--- config.mk ---
export PLATFORM = sky130hd
export DESIGN_NAME = sram_req_arbiter
export DESIGN_NICKNAME = d
export VERILOG_FILES = /design/src/rtl/sram_req_arbiter.sv
export SDC_FILE = /design/constraint.sdc
export NUM_CORES = 1
export LEC_CHECK = 0
export ABC_AREA = 1
export BUFFER_PORTS_ARGS = -buffer_cell sky130_fd_sc_hd__clkbuf_2
export CORE_AREA = 8 8 117 119
export CTS_CLUSTER_DIAMETER = 60
export DETAILED_ROUTE_END_ITERATION = 7
export DIE_AREA = 0 0 125 127
export GPL_ROUTABILITY_DRIVEN = 0
export GPL_TIMING_DRIVEN = 0
export MAX_ROUTING_LAYER = met4
export PLACE_DENSITY_LB_ADDON = 0.05
export RECOVER_POWER = 25
export SYNTH_ARGS = -nofsm -noshare
export SYNTH_HDL_FRONTEND = slang
export SYNTH_SLANG_ARGS = --single-unit
--- constraint.sdc ---
create_clock -name clk -period 2.9 [get_ports clk]
set_clock_uncertainty 0.05 [all_clocks]
set_input_delay 0.29 -clock clk [delete_from_list [all_inputs] [get_ports clk]]
set_output_delay 0.29 -clock clk [all_outputs]
set_load 0.02 [all_outputs]
--- src/rtl/sram_req_arbiter.sv ---
// Two-master SRAM-like arbiter: instruction and data sides share one downstream port.
// Data has fixed priority; an in-order ID FIFO routes responses back and drops cancelled fetches.
module sram_req_arbiter #(
    parameter int unsigned DEPTH = 4
) (
    input  logic        clk,
    input  logic        resetn,

    input  logic        inst_req,
    input  logic        inst_wr,
    input  logic [1:0]  inst_size,
    input  logic [31:0] inst_addr,
    input  logic [3:0]  inst_wstrb,
    input  logic [31:0] inst_wdata,
    output logic        inst_addr_ok,
    output logic        inst_data_ok,
    output logic [31:0] inst_rdata,

    input  logic        data_req,
    input  logic        data_wr,
    input  logic [1:0]  data_size,
    input  logic [31:0] data_addr,
    input  logic [3:0]  data_wstrb,
    input  logic [31:0] data_wdata,
    output logic        data_addr_ok,
    output logic        data_data_ok,
    output logic [31:0] data_rdata,

    input  logic        inst_cancel,

    output logic        mem_req,
    output logic        mem_wr,
    output logic [1:0]  mem_size,
    output logic [31:0] mem_addr,
    output logic [3:0]  mem_wstrb,
    output logic [31:0] mem_wdata,
    input  logic        mem_addr_ok,
    input  logic        mem_data_ok,
    input  logic [31:0] mem_rdata
);

    localparam int unsigned PW = (DEPTH > 1) ? $clog2(DEPTH) : 1;
    localparam int unsigned CW = PW + 1;
    localparam logic [CW-1:0] FULL = CW'(DEPTH);

    typedef enum logic [1:0] {
        IDLE,
        LOCK_I,
        LOCK_D
    } state_e;

    state_e           state_q, state_d;
    logic [PW-1:0]    wptr_q, wptr_d;
    logic [PW-1:0]    rptr_q, rptr_d;
    logic [CW-1:0]    count_q, count_d;
    logic [DEPTH-1:0] id_q, id_d;
    logic [DEPTH-1:0] disc_q, disc_d;

    logic             sel_data;
    logic             owner_req;
    logic             not_full;
    logic             accept;
    logic             pop;
    logic             head_id;
    logic             head_disc;
    logic [DEPTH-1:0] live;

    // Owner follows priority only while idle; a lock pins it until the stalled request is taken.
    always_comb begin
        sel_data = data_req;
        unique case (state_q)
            IDLE:    sel_data = data_req;
            LOCK_I:  sel_data = 1'b0;
            LOCK_D:  sel_data = 1'b1;
            default: sel_data = data_req;
        endcase
    end

    assign owner_req = sel_data ? data_req : inst_req;
    assign not_full  = (count_q != FULL);

    assign mem_req   = owner_req & not_full;
    assign mem_wr    = sel_data ? data_wr    : inst_wr;
    assign mem_size  = sel_data ? data_size  : inst_size;
    assign mem_addr  = sel_data ? data_addr  : inst_addr;
    assign mem_wstrb = sel_data ? data_wstrb : inst_wstrb;
    assign mem_wdata = sel_data ? data_wdata : inst_wdata;

    assign accept       = mem_req & mem_addr_ok;
    assign inst_addr_ok = accept & ~sel_data;
    assign data_addr_ok = accept & sel_data;

    assign pop       = mem_data_ok & (count_q != '0);
    assign head_id   = id_q[rptr_q];
    assign head_disc = disc_q[rptr_q];

    assign inst_data_ok = pop & ~head_id & ~head_disc;
    assign data_data_ok = pop &  head_id & ~head_disc;
    assign inst_rdata   = mem_rdata;
    assign data_rdata   = mem_rdata;

    // Slot is live if it sits inside [rptr, rptr+count) or is being written this cycle.
    always_comb begin
        live = '0;
        for (int unsigned i = 0; i < DEPTH; i++) begin
            live[i] = ({1'b0, PW'(PW'(i) - rptr_q)} < count_q)
                    | (accept & (PW'(i) == wptr_q));
        end
    end

    always_comb begin
        state_d = state_q;
        unique case (state_q)
            IDLE: begin
                if (mem_req && !mem_addr_ok) begin
                    state_d = sel_data ? LOCK_D : LOCK_I;
                end
            end
            LOCK_I, LOCK_D: begin
                if (accept) begin
                    state_d = IDLE;
                end
            end
            default: state_d = IDLE;
        endcase
    end

    always_comb begin
        wptr_d  = wptr_q;
        rptr_d  = rptr_q;
        count_d = count_q;
        id_d    = id_q;
        disc_d  = disc_q;

        if (accept) begin
            id_d[wptr_q]   = sel_data;
            disc_d[wptr_q] = 1'b0;
            wptr_d         = wptr_q + PW'(1);
        end
        if (pop) begin
            rptr_d = rptr_q + PW'(1);
        end

        unique case ({accept, pop})
            2'b10:   count_d = count_q + CW'(1);
            2'b01:   count_d = count_q - CW'(1);
            default: count_d = count_q;
        endcase

        // Cancel applies after the push so a fetch accepted in the flush cycle is dropped too.
        if (inst_cancel) begin
            for (int unsigned i = 0; i < DEPTH; i++) begin
                if (live[i] && !id_d[i]) begin
                    disc_d[i] = 1'b1;
                end
            end
        end
    end

    always_ff @(posedge clk) begin
        if (!resetn) begin
            state_q <= IDLE;
            wptr_q  <= '0;
            rptr_q  <= '0;
            count_q <= '0;
            id_q    <= '0;
            disc_q  <= '0;
        end else begin
            state_q <= state_d;
            wptr_q  <= wptr_d;
            rptr_q  <= rptr_d;
            count_q <= count_d;
            id_q    <= id_d;
            disc_q  <= disc_d;
        end
    end

endmodule

==> qor.yml <==
cts:
  cts_resized: 0
  hold_buffers: 0
  post_cts_buffers: 0
  clkSinkCount: 17
  cts-root-buf: "clkbuf_16"
  clk_pin_slew_ps: 50
  insertion_delay_ps: 250
  cts_made_buffers: 3
  htree_num_levels: 1
  cts_tree: "done"
  cts_buffer_depth: 2
setup_path:
  endpoint_kind: "output port"
  cp.required_ps: 2560
  crit_buf_inv: 5
  crit_top_cell: "nand2_1"
  path_cells: "inv_1 -> ha_1 -> inv_2 -> nand2_1 -> nand2_1 -> buf_2 -> buf_2 -> nand2_1 -> nand2_1 -> clkbuf_2"
  critPathTopFamily: "buffers and inverters"
  max_stage_delay_ps: 360
  path_max_fanout: 10
  rrSetupSlack_ps: 350
  path_class: "reg2out"
  slowest_stage: "ha_1"
  cp.arrival_ps: 2230
  crit_path_start_kind: "flip-flop"
logic_synthesis:
  synth_area_per_cell_um2: 5.41
  yosys.area.top_type: "nand2_1"
  seq_area_frac_synth_pct: 13.4
  ys_seq_elements: 17
  syn_area_um2: 2540
  yosysUniqueCellTypes: 24
  ys_warn_count: 0
  synthTopCellsByArea: "nand2_1, buf_4, dfxtp_1, ha_1, a21oi_1"
  synth_fp_nets: 663
  synth_top_area_share_pct: 38.0
  postSynthCellCount: 470
sta:
  fin_tns_setup_ps: 0
  maxSlewHeadroom_pct: 69.5
  rsz0062_at_grt: "false"
  fmax_mhz: 389
  setup_viol: 0
  post-route-period-util_pct: 88.7
  fin_crit_ps: 2570
  maxSlewViolCount: 0
  holdWs_ps: 284
  worst_pin_slew_ps: 457
  hold_viol: 0
  setup_ws_ps: 328
final_layout:
  most-common-layout-cells: "nand2_1, clkbuf_2, buf_4"
  fillers: 1371
  final_common_cell: "nand2_1"
  syn_to_final_growth_pct: 64.8
  final_nets: 954
  drive_gt1_share_pct: 45.4
global_route:
  grt_use_total_pct: 18.5
  grt_antenna_before_repair: 1
  grt_pass1_vias: 3540
  grt_pass1_wl_um: 22400
  overflow: 0
  grt_start_max_net_pins: 11
floorplanning:
  start_util_pct: 21.5
  rows: 40
  top_level_ports: 321
  die_y_um: 127
  die_area_um2: 15900
  design.core.area_um2: 11800
  dieWidth_um: 125
routing:
  drt_iter0_drc: 168
  drcViolationCount: 0
  vias: 3705
  wl_met3_um: 1040
  top_layer: "met4"
  via_per_inst: 4.08
  met1_length_um: 6100
  wl_um: 15200
  antenna_left: 0
  firstDrtPassIters: 4
  routedWlPerCell_um: 16.8
  wl_met2_um: 7970
place:
  post-dp-hpwl_um: 13800
  portBuffers: 286
  place_ws_ps: 342
power_and_ir_drop:
  powerDensity_nw_per_um2: 1200
  leakagePower_nw: 2.67
  vdd_ir_drop_max_mv: 0.524
min_path:
  hold_path_class: "in2reg"
run:
  maxCapViolations: 0
status:
  status: "completed"
-- power breakdown --
part | switching, mW | leakage (nW) | internal (mW) | total (mW)
sequential | 0.0604 | 0.140 | 0.320 | 0.380
clock | 0.0928 | 0.0382 | 0.187 | 0.280
combinational | 3.03 | 2.49 | 1.33 | 4.36
-- final timing paths --
kind | start | to | depth (start not counted)
min | mem_data_ok | rptr_q[0] | 3
max | state_q[0] | mem_wdata[20] | 10
min reg2reg | disc_q[0] | disc_q[0] | 2
max reg2reg | state_q[0] | count_q[2] | 13
-- per-layer routing --
layer	vias up	GRT usage [%]
met5	-	-
met4	0	2.58
met3	9	3.91
met2	134	34.2
met1	1610	20.6
li1	1952	-
-- sequential cells by signal (all words and copies together) (netlist names) --
| register | flops |
|---|---|
| count_q | 3 |
| disc_q | 4 |
| id_q | 4 |
| rptr_q | 2 |
| state_q | 2 |
| wptr_q | 2 |
-- area by class of cell --
class | count | area (um^2) | area share [%]
sequential | 17 | 340 | 8.12
multi-input combinational | 345 | 1530 | 36.4
inverter | 24 | 90.1 | 2.15
timing repair buffer | 286 | 1380 | 33.0
clock buffer | 4 | 78.8 | 1.88
tap | 147 | 184 | 4.39
antenna | 1 | 2.50 | 0.0597
buffer | 84 | 584 | 13.9
-- synthesized netlist by cell type (all sizes together) --
cell,number
a21oi,19
a22oi,2
a31oi,1
buf,82
clkbuf,2
dfxtp,17
fa,1
ha,11
inv,24
nand2,258
nand3,14
nand4,6
nor2,21
o21ai,8
or2,4
-- through the flow --
| step | utilization, % | area [um^2] | cells | total power, mW |
|---|---|---|---|---|
| finish | 35.5 | 4190 | 908 | 5.02 |
| detailed placement | 35.2 | 4160 | 903 | 4.82 |
| global route | 35.5 | 4190 | 908 | 5.48 |
| global placement | 35.2 | 4160 | 903 | 4.80 |
| floorplan | - | 2540 | 470 | 3.23 |
| CTS | 35.9 | 4240 | 907 | 5.11 |
-- tightest hold or removal path: stages --
cell	delay, ps
clkbuf_2	80
nand2_1	100
a21oi_1	70
-- cell families after synthesis --
logic type / count (synthesis) / share of synthesized area (%)
adder cells (fa/ha/maj): 12 / 6.20
AND/OR/NAND/NOR: 303 / 47.6
AO/OA/AOI/OAI: 30 / 6.30
flip-flops: 17 / 13.4
buffers and inverters: 108 / 26.5
No activity file was read; power rests on OpenSTA's default activity.
